--- src/rtl/n64_poll_scheduler.sv ---
`default_nettype none
// ============================================================================
//  Module   : n64_poll_scheduler
//  Purpose  : Round-robin scheduler that shares one N64 request engine and one
//             receive engine across NUM_PORTS controller lines. It starts one
//             polling round per POLL_PERIOD, times out absent controllers and
//             latches each port's 32-bit response word.
//  Options  : N64_IDENTITY_PROBE_EN - absent ports receive identity requests
//             (req_type 0) instead of data requests. A good identity reply
//             marks the port present without touching its data word.
//  Revision : 1.0  initial release
// ============================================================================
module n64_poll_scheduler #(
  parameter int NUM_PORTS   = 4,
  parameter int POLL_PERIOD = 800000,
  parameter int RX_TIMEOUT  = 10000,
  parameter int GAP_CYCLES  = 100
) (
  input  logic                    sys_clk,
  input  logic                    sys_rst,
  output logic                    req_trigger,
  output logic                    req_type,
  input  logic                    req_busy,
  output logic                    rx_trigger,
  output logic                    rx_abort,
  input  logic                    rx_busy,
  input  logic [31:0]             rx_data,
  output logic [2:0]              port_sel,
  output logic                    drive_en,
  output logic [32*NUM_PORTS-1:0] controller_data,
  output logic [NUM_PORTS-1:0]    port_present,
  output logic [NUM_PORTS-1:0]    new_data,
  output logic                    round_done
);

  localparam int PW = (POLL_PERIOD > 1) ? $clog2(POLL_PERIOD) : 1;
  localparam int TW = $clog2(RX_TIMEOUT + 1);
  localparam int GW = $clog2(GAP_CYCLES + 1);

  localparam logic [PW-1:0] PERIOD_LOAD  = PW'(POLL_PERIOD - 1);
  localparam logic [TW-1:0] TIMEOUT_LAST = TW'(RX_TIMEOUT - 1);
  localparam logic [GW-1:0] GAP_LAST     = GW'(GAP_CYCLES - 1);
  localparam logic [2:0]    LAST_PORT    = 3'(NUM_PORTS - 1);

  localparam logic [2:0] ST_WAIT_PERIOD = 3'd0;
  localparam logic [2:0] ST_SEND        = 3'd1;
  localparam logic [2:0] ST_SEND_WAIT   = 3'd2;
  localparam logic [2:0] ST_RECV_WAIT   = 3'd3;
  localparam logic [2:0] ST_STORE       = 3'd4;
  localparam logic [2:0] ST_GAP         = 3'd5;

  logic [2:0]           state;
  logic [PW-1:0]        period_cnt;
  logic                 period_tick;
  logic                 start_pending;
  logic                 start_now;
  logic                 gap_done;
  logic                 identity_slot;
  logic [TW-1:0]        timeout_cnt;
  logic [GW-1:0]        gap_cnt;
  logic [NUM_PORTS-1:0] sel_onehot;

  // Engine hand-off strobes are pure functions of the state register.
  assign req_trigger = (state == ST_SEND);
  assign drive_en    = (state == ST_SEND) || (state == ST_SEND_WAIT);

  assign period_tick = (period_cnt == '0);
  assign start_now   = (state == ST_WAIT_PERIOD) && (period_tick || start_pending);
  assign gap_done    = (state == ST_GAP) && (gap_cnt == GAP_LAST);

  // Decode the selected port into a one-hot mask for per-port updates.
  always_comb begin
    sel_onehot = '0;
    for (int p = 0; p < NUM_PORTS; p++) begin
      sel_onehot[p] = (port_sel == 3'(p));
    end
  end

  // Free-running period counter; a round is due every time it wraps.
  always_ff @(posedge sys_clk) begin
    if (sys_rst || period_tick) begin
      period_cnt <= PERIOD_LOAD;
    end else begin
      period_cnt <= period_cnt - PW'(1);
    end
  end

  // Remember a period wrap that lands mid-round (single-depth, never queued twice).
  always_ff @(posedge sys_clk) begin
    if (sys_rst) begin
      start_pending <= 1'b0;
    end else if (state == ST_WAIT_PERIOD) begin
      start_pending <= 1'b0;
    end else if (period_tick) begin
      start_pending <= 1'b1;
    end
  end

`ifdef N64_IDENTITY_PROBE_EN
  logic                 req_type_q;
  logic [NUM_PORTS-1:0] next_onehot;

  // One-hot of the port that follows the current one in the round.
  always_comb begin
    next_onehot = '0;
    for (int p = 0; p < NUM_PORTS; p++) begin
      next_onehot[p] = ((port_sel + 3'd1) == 3'(p));
    end
  end

  // Pick the request kind for the upcoming slot from that port's presence.
  always_ff @(posedge sys_clk) begin
    if (sys_rst) begin
      req_type_q <= 1'b1;
    end else if (start_now) begin
      req_type_q <= port_present[0];
    end else if (gap_done && (port_sel != LAST_PORT)) begin
      req_type_q <= |(port_present & next_onehot);
    end
  end

  assign req_type      = req_type_q;
  assign identity_slot = ~req_type_q;
`else
  assign req_type      = 1'b1;
  assign identity_slot = 1'b0;
`endif

  // Main sequencer: walks every port through request, receive, store and gap.
  always_ff @(posedge sys_clk) begin
    if (sys_rst) begin
      state           <= ST_WAIT_PERIOD;
      port_sel        <= 3'd0;
      rx_trigger      <= 1'b0;
      rx_abort        <= 1'b0;
      new_data        <= '0;
      round_done      <= 1'b0;
      timeout_cnt     <= '0;
      gap_cnt         <= '0;
      controller_data <= '0;
      port_present    <= '0;
    end else begin
      rx_trigger <= 1'b0;
      rx_abort   <= 1'b0;
      new_data   <= '0;
      round_done <= 1'b0;
      case (state)
        ST_WAIT_PERIOD: begin
          if (start_now) begin
            port_sel <= 3'd0;
            state    <= ST_SEND;
          end
        end
        ST_SEND: begin
          state <= ST_SEND_WAIT;
        end
        ST_SEND_WAIT: begin
          // req_trigger is already low here, so busy is sampled after the pulse.
          if (!req_busy) begin
            rx_trigger  <= 1'b1;
            timeout_cnt <= '0;
            state       <= ST_RECV_WAIT;
          end
        end
        ST_RECV_WAIT: begin
          timeout_cnt <= timeout_cnt + TW'(1);
          // Completion is tested first so it wins over a simultaneous timeout.
          if (!rx_trigger && !rx_busy) begin
            state <= ST_STORE;
          end else if (timeout_cnt == TIMEOUT_LAST) begin
            rx_abort     <= 1'b1;
            port_present <= port_present & ~sel_onehot;
            gap_cnt      <= '0;
            state        <= ST_GAP;
          end
        end
        ST_STORE: begin
          port_present <= port_present | sel_onehot;
          if (!identity_slot) begin
            new_data <= sel_onehot;
            for (int p = 0; p < NUM_PORTS; p++) begin
              if (sel_onehot[p]) begin
                controller_data[32*p +: 32] <= rx_data;
              end
            end
          end
          gap_cnt <= '0;
          state   <= ST_GAP;
        end
        ST_GAP: begin
          if (gap_cnt == GAP_LAST) begin
            if (port_sel == LAST_PORT) begin
              round_done <= 1'b1;
              state      <= ST_WAIT_PERIOD;
            end else begin
              port_sel <= port_sel + 3'd1;
              state    <= ST_SEND;
            end
          end else begin
            gap_cnt <= gap_cnt + GW'(1);
          end
        end
        default: begin
          state <= ST_WAIT_PERIOD;
        end
      endcase
    end
  end

endmodule
`default_nettype wire

--- config.mk ---
export PLATFORM = sky130hd
export DESIGN_NAME = n64_poll_scheduler
export DESIGN_NICKNAME = d
export VERILOG_FILES = /design/src/rtl/n64_poll_scheduler.sv
export SDC_FILE = /design/constraint.sdc
export NUM_CORES = 1
export LEC_CHECK = 0
export ABC_AREA = 0
export ABC_CLOCK_PERIOD_IN_PS = 2050
export CORE_MARGIN = 4
export CORE_UTILIZATION = 45
export DETAILED_ROUTE_END_ITERATION = 16
export HOLD_SLACK_MARGIN = 0.15
export PLACE_DENSITY_LB_ADDON = 0.2
export SYNTH_ARGS = -nofsm -noshare
export SYNTH_HDL_FRONTEND = slang
export SYNTH_SLANG_ARGS = --single-unit
--- constraint.sdc ---
create_clock -name sys_clk -period 2.05 [get_ports sys_clk]
set_clock_uncertainty 0.1 [all_clocks]
set_input_delay 0.3075 -clock sys_clk [delete_from_list [all_inputs] [get_ports sys_clk]]
set_output_delay 0.3075 -clock sys_clk [all_outputs]
set_load 0.005 [all_outputs]
==> impl_metrics.env <==
export IMPL_async_reset_ff_share_pct=0
export IMPL_synth_adder_area_share_pct=1.405
export IMPL_insertion_delay_ns=0.43
export IMPL_power_density_nw_per_um2=738.5
export IMPL_period_share_pct=93.27
export IMPL_wl_per_cell_um=15.47
export IMPL_cp_start_kind="flip-flop"
export IMPL_status="complete, no violations"
export IMPL_syn_area_um2=7123
export IMPL_path_delay_family="simple AND/OR/NAND/NOR gates"
export IMPL_synth_flop_cell="dfxtp_1"
export IMPL_synth_area_mux_share_pct=0.6148
export IMPL_cp_cell_sequence="buf_4 > or4_4 > or2_1 > nor4_4 > xnor2_1 > nor2_2"
export IMPL_final_hold_violation_count=0
export IMPL_synthesis_nets=921
export IMPL_drcViolationCount=0
export IMPL_report_final_slew_viol_count=0
export IMPL_cts_root_buffer="clkbuf_16"
export IMPL_ys_warn_count=0
export IMPL_htreeDepth=4
export IMPL_wl_um=19710
export IMPL_syn2layout_area_growth_pct=38.61
export IMPL_fp_dieArea_um2=17910
export IMPL_io_pins=181
export IMPL_clkTransAtPathRegs_ns=0.06
export IMPL_core_area_um2=15370
export IMPL_dp_hpwl_um=12660
export IMPL_cp_end_kind="flip-flop"
export IMPL_clockBufferDepth=2
export IMPL_synth_area_leaders="dfxtp_1 53%, nand2_1 15%, a21oi_1 10%, clkbuf_1 2.4%, nor2_1 2.1%"
export IMPL_synth_seq_cells=187
export IMPL_clock_fmax_ghz=0.5230
export IMPL_antenna_left=0
export IMPL_start_util_pct=46.34
export IMPL_grt_overflow=0
export IMPL_cts_setup_buffers=0
export IMPL_ir_worst_vdd_mv=0.5763
export IMPL_rows=45
export IMPL_cp_max_fo=6
export IMPL_die_height_um=133.8
export IMPL_crit_slowest_cell="or4_4"
export IMPL_grt_antenna_before_repair=0
export IMPL_antennaDiodeCount=0
export IMPL_clock_sinks=187
export IMPL_synth_xor_area_share_pct=2.582
export IMPL_critical_path_max_stage_delay_ns=0.55
export IMPL_layout_nets=1094
export IMPL_synth_edf_count=0
export IMPL_synthCells=877
export IMPL_synth_top_family_by_area="simple AND/OR/NAND/NOR gates"
export IMPL_first_pass_iters=5
export IMPL_yosysTopAreaCell="dfxtp_1"
export IMPL_yosysTopAreaCellShare_pct=52.56
export IMPL_ys_types=55
export IMPL_arrival_ns=2.13
export IMPL_grt_max_degree=104
export IMPL_cts_tree="yes"
export IMPL_post_place_ws_ns=-0.04165
export IMPL_min_path_type="reg2reg"
export IMPL_drtIter0Drc=459
export IMPL_gp_congestion=0.8021
export IMPL_grt_pass1_vias=5970
export IMPL_finish_utilization_pct=64.23
export IMPL_grt_first_pass_wirelength_um=31290
export IMPL_cp_required_ns=2.27
export IMPL_critical_path_class="reg2reg"
export IMPL_period_minus_slack_ns=1.912
export IMPL_grtUsageTotal_pct=21.64
export IMPL_ys_seq_area_share_pct=52.56
export IMPL_synth_compound_area_share_pct=13.42
export IMPL_maxCapViolations=0
export IMPL_via_per_inst=5.104
export IMPL_drive_gt1_share_pct=8.090
export IMPL_crit_buf_inv=1
export IMPL_route_vias_total=6502
export IMPL_portBuffers=179
export IMPL_p_total_uw=7291
export IMPL_setup_viol=0
export IMPL_finalWorstSetupSlack_ns=0.1380
export IMPL_cts_inserted_buffers=17
export IMPL_avgSynthCellArea_um2=8.122
export IMPL_fp_dieW_um=133.8
export IMPL_leakage_uw=0.003234
export IMPL_synth_simple_area_share_pct=25.82
==> through the flow <==
stage                     hold WS, ns  area [um2]   TNS (ns)  std cells
after floorplan                0.2855        7123          0        877
final                          0.3529        9873          0       1274
after detailed placement       0.3457        9256   -0.05664       1241
after global routing           0.3681        9873  -0.002930       1274
after CTS                      0.3551        9846          0       1274
after global placement         0.3405        9256          0       1241
==> worst register-to-register path, stage by stage (launching register included) <==
cell and delay (ns):
dfxtp_1 0.31, buf_4 0.13, or4_4 0.55, or2_1 0.33, nor4_4 0.18, xnor2_1 0.16
nor2_2 0.04
==> kinds of logic after synthesis <==
kind of cell / count (synthesis)
AND/OR/NAND/NOR: 419
flip-flops: 187
AO/OA/AOI/OAI: 177
buffers and inverters: 60
XOR/XNOR: 21
adder cells (fa/ha/maj): 8
multiplexers: 4
other: 1
==> power breakdown <==
group	switching, uW	leakage [uW]	internal, uW
sequential	34.4	0.00151	3650
combinational	200	0.00144	181
clock	1420	0.000285	1800
==> registers in the layout, summed over array words and instances, names as in the netlist, named ones only <==
name and cells:
period_cnt 20, port_sel 3, start_pending 1, rx_abort 1, timeout_cnt 14, rx_trigger 1, gap_cnt 7, state 3
round_done 1, new_data 4, controller_data 128
==> final cells by class <==
type / count / area (um2)
clock buffer: 18 / 429.2
clock inverter: 14 / 145.1
fill: 1373 / 5498
inverter: 6 / 22.52
multi-input combinational: 630 / 3179
sequential: 187 / 3751
tap: 211 / 264.0
timing repair buffer: 208 / 2082
==> what timing repair did <==
action | in CTS | in global routing
hold buffers | 1 | 0
pin swaps | 0 | 2
resized for setup | 6 | 8
setup endpoints to repair | 6 | 6
endpoints found under the hold margin | 10 | 0
==> cells in the final DEF, fill, tap and decap left out, types with 6 or more instances in the layout <==
cell type        synthesis  final
nand2b_1                 7      7
xnor2_1                 13     13
buf_12                   0      6
or3_1                    9      8
nand2_1                289    289
clkbuf_16                0     17
nor2_1                  40     38
clkdlybuf4s50_1          0    176
buf_4                    2     23
nor3_1                  12      8
nand3_1                 17     16
dfxtp_1                187    183
a21oi_1                148    148
nand4_1                  7      7
ha_1                     8      7
o21ai_1                  7      7
xor2_1                   8      8
==> cell usage after synthesis, drive strengths merged (4+ instances only) <==
master and n:
nand3 17, nor3 13, nand4 7, inv 5
a311oi 4, buf 8, xnor2 13, o21ai 8
o211ai 5, xor2 8, or4 5, a21oi 148
or3 9, nand2 289, ha 8, nor2 42
clkbuf 46, nand3b 5, dfxtp 187, nor4 5
nand2b 7
==> per-layer routing <==
metal / share of wire (%) / vias up / global-route usage (%)
li1: - / 3270 / -
met5: 0 / - / 0
met3: 8.0 / 12 / 7.727
met4: 1.0 / 0 / 5.200
met2: 48 / 176 / 35.49
met1: 43 / 3044 / 27.41
==> final timing paths <==
check | to | slack, ns | startpoint | depth (start not counted)
max | period_cnt[11] | 0.14 | period_cnt[0] | 6
min reg2reg | controller_data[71] | 0.35 | controller_data[71] | 2
max reg2reg | period_cnt[11] | 0.14 | period_cnt[0] | 6
min | controller_data[71] | 0.35 | controller_data[71] | 2
Note: power is estimated with default switching activity, not from simulation.
==> variant 1: new RTL, same settings <==
Set the parameter `RX_TIMEOUT` to 20000 (it was 10000).
--- a/src/rtl/n64_poll_scheduler.sv
+++ b/src/rtl/n64_poll_scheduler.sv
@@ -13,7 +13,7 @@
 module n64_poll_scheduler #(
   parameter int NUM_PORTS   = 4,
   parameter int POLL_PERIOD = 800000,
-  parameter int RX_TIMEOUT  = 10000,
+  parameter int RX_TIMEOUT  = 20000,
   parameter int GAP_CYCLES  = 100
 ) (
   input  logic                    sys_clk,
Function: same outputs for any inputs over 10 cycles, from zero or initial values and one cycle with sys_rst high; that may be too few to reach the edited logic, so the function may still have changed.
==> variant 1 against the original RTL <==
- sequential cell count rose by 1
- worst setup slack improved by 0.036 ns
- design area rose by 1.6%
- routed wire length rose by 4.8%
- synthesized area rose by 2.1%
- synthesized cell count rose by 2.3%
- sequential share of layout area fell by 0.42 points
- power rose by 1.8%
==> variant 1: results (changes against the original RTL) <==
Setup path
  • Worst setup startpoint: port_sel[2]
  • Worst R2R Setup Slack: 0.20 ns (+0.06 ns)
  • Critical R2R Capture: period_cnt[17]
  • Worst setup path endpoint: port_sel[2]
  • CP delay by family, top: buffers and inverters
  • Critical Path Slowest Stage Cell: clkdlybuf4s50_1
  • CP max stage delay: 0.57 ns (+0.02 ns)
  • Reg2reg start: period_cnt[8]
  • Worst R2R Path Depth: 4 (-2)
  • Critical path arrival: 1.47 ns (-0.66 ns)

Place
  • RePlAce Congestion: 0.809 (+0.90%)
  • Placed instance area: 9400 um2 (+1.6%)
  • I/O Buffers: 179 (unchanged)
  • Post-DP HPWL: 14100 um (+11%)
  • Placement Setup Slack: 0.0573 ns (+0.0989 ns)

Power and ir drop
  • Maximum vdd drop: 0.000513 V (-11%)
  • Static Leak: 3.35 nW (+3.6%)

Cells and area
  • Net count, final: 1113 (+1.7%)
  • Non-Filler Instances: 1298 (+1.9%)
  • Biggest regs: controller_data (128), period_cnt (20), timeout_cnt (15)
  • Area Overhead vs Synth: 38.0%
  • Fillcell total: 1437 (+4.7%)
  • Layout cells sized above 1: 7.39% (-0.70 points)

Synthesis
  • Distinct cells, synth: 61 (+11%)
  • Top post-synthesis cells by area: dfxtp_1 52%, nand2_1 15%, a21oi_1 10%
  • Syn nets: 941 (+2.2%)
  • Synth Instances: 897 (+2.3%)
  • Async SR Flop Fraction: 0% (unchanged)
  • Yosys warnings: 0 (unchanged)
  • Commonest cells in the netlist: 293 x nand2_1, 188 x dfxtp_1, 150 x a21oi_1, 40 x clkbuf_1, 33 x nor2_1
  • Register area share after synthesis: 51.8% (-0.79 points)

GRT
  • Gr usage total: 22.8% (+1.2 points)
  • Largest net degree at the start of global routing: 91 (-13%)
  • First-pass GRT wire length: 33500 um (+6.9%)
  • Vias in the first global route: 6329 (+6.0%)

CTS
  • Latest clock arrival within the worst-skew pair: 0.43 ns (about the same)
  • Post-CTS resize count: 7 (+1)
  • H-tree depth: 4 (unchanged)

Drt
  • First drt pass iteration count: 5 (unchanged)
  • Drt wl/cell: 15.9 um (+2.8%)
  • Vias per cell: 5.14 (+0.63%)
  • Initial DRC count: 376 (-18%)

STA
  • Slew HR: between 60 and 70%
  • Max Freq: 533 MHz (+1.9%)

Worst hold path
  • Hold path cells: 2 (unchanged)

Run status
  • Outcome: complete, no violations
-- variant 1: area by class of cell --
type / count / area share [%]
Clock inverter: 12 / 1.37
Tap cell: 216 / 2.69
Sequential cell: 188 / 37.6
Timing Repair Buffer: 211 / 21.1
Clock buffer: 20 / 4.65
Multi-Input combinational cell: 640 / 32.2
Inverter: 11 / 0.411
-- variant 1: logic make-up (layout without fill, tap and decap cells) --
family / Yosys count / in the layout / share of synthesized area, %
xor gates and xnor gates: 18 / 18 / 2.17
other: 1 / 1 / 0.0516
buffers and inverters: 69 / 254 / 3.99
muxes: 1 / 1 / 0.138
AOI/OAI and AO/OA: 198 / 198 / 14.9
DFF: 188 / 188 / 51.8
adders and majority gates: 8 / 8 / 1.38
and+or+nand+nor: 414 / 414 / 25.7
-- variant 1: worst min path at each step --
| stage | startpoint | to | slack (ns) |
|---|---|---|---|
| after floorplan | period_cnt[0] | period_cnt[0] | 0.30 |
| after global placement | controller_data[32] | controller_data[32] | 0.34 |
| after detailed placement | controller_data[3] | controller_data[3] | 0.35 |
| after CTS | controller_data[3] | controller_data[3] | 0.36 |
| after global routing | controller_data[36] | controller_data[36] | 0.37 |
| final | controller_data[48] | controller_data[48] | 0.35 |
-- variant 1: power breakdown --
group	switching, mW	total, mW	internal (mW)
registers	0.0445	3.72	3.68
logic	0.198	0.366	0.167
clock network	1.43	3.33	1.91
-- variant 1: routing by layer --
| metal | vias up | part of all wire, % | GRT usage [%] |
|---|---|---|---|
| met4 | 0 | 1.8 | 7.33 |
| met5 | - | 0 | 0 |
| met2 | 216 | 48 | 37.6 |
| met1 | 3071 | 44 | 29.9 |
| li1 | 3356 | - | - |
| met3 | 23 | 6.8 | 5.10 |
==> variant 2: new RTL, same flow settings <==
Made on the original files. Add an input register stage for `req_busy`, `rx_busy` and `rx_data`, cleared by the reset; this delays them by one clock.
--- a/src/rtl/n64_poll_scheduler.sv
+++ b/src/rtl/n64_poll_scheduler.sv
@@ -49,6 +49,22 @@
   localparam logic [2:0] ST_STORE       = 3'd4;
   localparam logic [2:0] ST_GAP         = 3'd5;
 
+  logic req_busy_q;
+  logic rx_busy_q;
+  logic [31:0] rx_data_q;
+
+  always_ff @(posedge sys_clk) begin
+    if (sys_rst) begin
+      req_busy_q <= '0;
+      rx_busy_q  <= '0;
+      rx_data_q  <= '0;
+    end else begin
+      req_busy_q <= req_busy;
+      rx_busy_q  <= rx_busy;
+      rx_data_q  <= rx_data;
+    end
+  end
+
   logic [2:0]           state;
   logic [PW-1:0]        period_cnt;
   logic                 period_tick;
@@ -156,7 +172,7 @@
         end
         ST_SEND_WAIT: begin
           // req_trigger is already low here, so busy is sampled after the pulse.
-          if (!req_busy) begin
+          if (!req_busy_q) begin
             rx_trigger  <= 1'b1;
             timeout_cnt <= '0;
             state       <= ST_RECV_WAIT;
@@ -165,7 +181,7 @@
         ST_RECV_WAIT: begin
           timeout_cnt <= timeout_cnt + TW'(1);
           // Completion is tested first so it wins over a simultaneous timeout.
-          if (!rx_trigger && !rx_busy) begin
+          if (!rx_trigger && !rx_busy_q) begin
             state <= ST_STORE;
           end else if (timeout_cnt == TIMEOUT_LAST) begin
             rx_abort     <= 1'b1;
@@ -180,7 +196,7 @@
             new_data <= sel_onehot;
             for (int p = 0; p < NUM_PORTS; p++) begin
               if (sel_onehot[p]) begin
-                controller_data[32*p +: 32] <= rx_data;
+                controller_data[32*p +: 32] <= rx_data_q;
               end
             end
           end
Behaviour: no difference found for any inputs over 10 cycles, from zero or initial values and one cycle with sys_rst high; that may be too few to reach the edited logic, so the function may still have changed.
==> variant 2 against the original RTL <==
- routed wire length grew 11%
- design area rose by 12%
- highest routed layer unchanged
- worst setup slack got worse by 0.0032 ns
- sequential share of layout area increased by 2.1 points
- sequential cell count is 34 higher
- synthesized cell count grew 8.8%
- synthesized area increased by 14%
Power is not compared: it rests on default switching activity, and its combinational part moved more than twofold at a synthesized area within 25%.
==> variant 2: results (changes against the original RTL) <==
Run status
  • Outcome: complete, no violations

Setup path
  • CP max FO: 5 (-1)
  • CP delay by family, top: simple AND/OR/NAND/NOR gates
  • Critical Path Slowest Stage Cell: or4_4
  • CP max stage delay: 0.50 ns (-0.05 ns)
  • Critical path arrival: 2.18 ns (+0.05 ns)
  • Critical R2R Capture: period_cnt[10]
  • Worst R2R Path Depth: 6 (unchanged)

STA
  • Setup TNS: 0 ns (unchanged)

Place
  • I/O Buffers: 179 (unchanged)
  • Placed instance area: 10300 um2 (+11%)
  • RePlAce Congestion: 0.810 (+0.92%)
  • Post-DP HPWL: 14600 um (+16%)
  • Cell total after placement: 1327 (+6.9%)

Power and ir drop
  • Static Leak: 3.80 nW

Drt
  • Vias per cell: 5.18 (+1.5%)
  • Initial DRC count: 394 (-14%)
  • Routed via count: 7099 (+9.2%)
  • First drt pass iteration count: 5 (unchanged)
  • Drt wl/cell: 15.9 um (+2.9%)

GRT
  • Vias in the first global route: 6680 (+12%)
  • Initial antenna violation count: 0 (unchanged)
  • First-pass GRT wire length: 34400 um (+10%)
  • Gr usage total: 20.6% (-1.0 points)
  • Largest net degree at the start of global routing: 69 (-34%)

Synthesis
  • Async SR Flop Fraction: 0% (unchanged)
  • Commonest cells in the netlist: 282 x nand2_1, 221 x dfxtp_1, 146 x a21oi_1, 38 x nor2_1, 38 x nor2b_1
  • Synth Instances: 954 (+8.8%)
  • Top post-synthesis cells by area: dfxtp_1 54%, nand2_1 13%, a21oi_1 9.0%
  • Register area share after synthesis: 54.2% (+1.7 points)
  • Syn nets: 998 (+8.4%)
  • Distinct cells, synth: 57 (+3.6%)
  • Yosys top cell by area: dfxtp_1
  • Yosys warnings: 0 (unchanged)

Worst hold path
  • Hold Crit Class: in -> reg
  • Hold path start: req_busy

CTS
  • Num CTS Buffers: 23 (+6)
  • Latest clock arrival within the worst-skew pair: 0.50 ns (+0.07 ns)
  • H-tree depth: 1 (-3)
  • Worst-path clk slew: 0.06 ns (about the same)
  • Clk buf depth: 3 (+1)
  • Post-CTS resize count: 6 (unchanged)
  • CTS Hold Bufs: 1 (unchanged)
  • Setup bufs post-CTS: 0 (unchanged)
  • Root Buffer: clkbuf_16

Cells and area
  • Layout cells sized above 1: 7.86% (-0.23 points)
  • Biggest regs: controller_data (128), rx_data_q (32), period_cnt (20)
  • Net count, final: 1172 (+7.1%)
[variant 2: cell count changes in the layout (fill, tap and decap cells not counted), moves of 6 or more]
cell	before	now
and2_1	0	6
clkbuf_16	17	23
dfxtp_1	183	219
nand2_1	289	282
nor2b_1	2	38
o21ai_0	1	8
o21ai_1	7	0
xnor2_1	13	6
[variant 2: metrics by stage]
step	setup slack, ns	utilization [%]
after floorplan	0.258	-
after global placement	0.0181	58.5
after detailed placement	-0.0351	58.5
after CTS	0.120	63.0
after global routing	0.0107	63.0
final	0.135	63.0
[variant 2: kinds of logic after synthesis]
logic type,synth area share (%)
multiplexers,0.782
flip-flops,54.2
other,0.0460
adder cells (fa/ha/maj),1.23
AO/OA/AOI/OAI,12.6
AND/OR/NAND/NOR,25.7
buffers and inverters,3.59
XOR/XNOR,1.83
[variant 2: routing by layer]
layer	GRT usage [%]	up-vias	routed length (um)
met3	5.43	26	1850
met5	0	-	0
met2	33.5	234	10000
li1	-	3532	-
met1	27.5	3307	9520
met4	5.25	0	407
[variant 2: power by group]
part	switching [mW]	internal, mW	total [mW]
clock	1.67	2.50	4.17
combinational	0.0907	0.0951	0.186
sequential	0.0450	4.33	4.38
total	1.81	6.93	8.74
[variant 2: worst min-delay path by stage]
stage	end	slack, ns	cells after the start
final	req_busy_q	0.25	2
after global placement	period_cnt[0]	0.30	1
after global routing	rx_data_q[5]	0.23	2
after CTS	rx_data_q[5]	0.23	2
after floorplan	period_cnt[0]	0.29	1
after detailed placement	period_cnt[0]	0.32	1
[variant 2: final cells by class]
type | instances | area (um2)
Multi-Input combinational cell | 664 | 3440
Inverter | 8 | 30.0
Clock buffer | 32 | 659
Fill cell | 1474 | 6490
Clock inverter | 10 | 110
Tap cell | 225 | 282
Sequential cell | 221 | 4430
Timing Repair Buffer | 210 | 2090
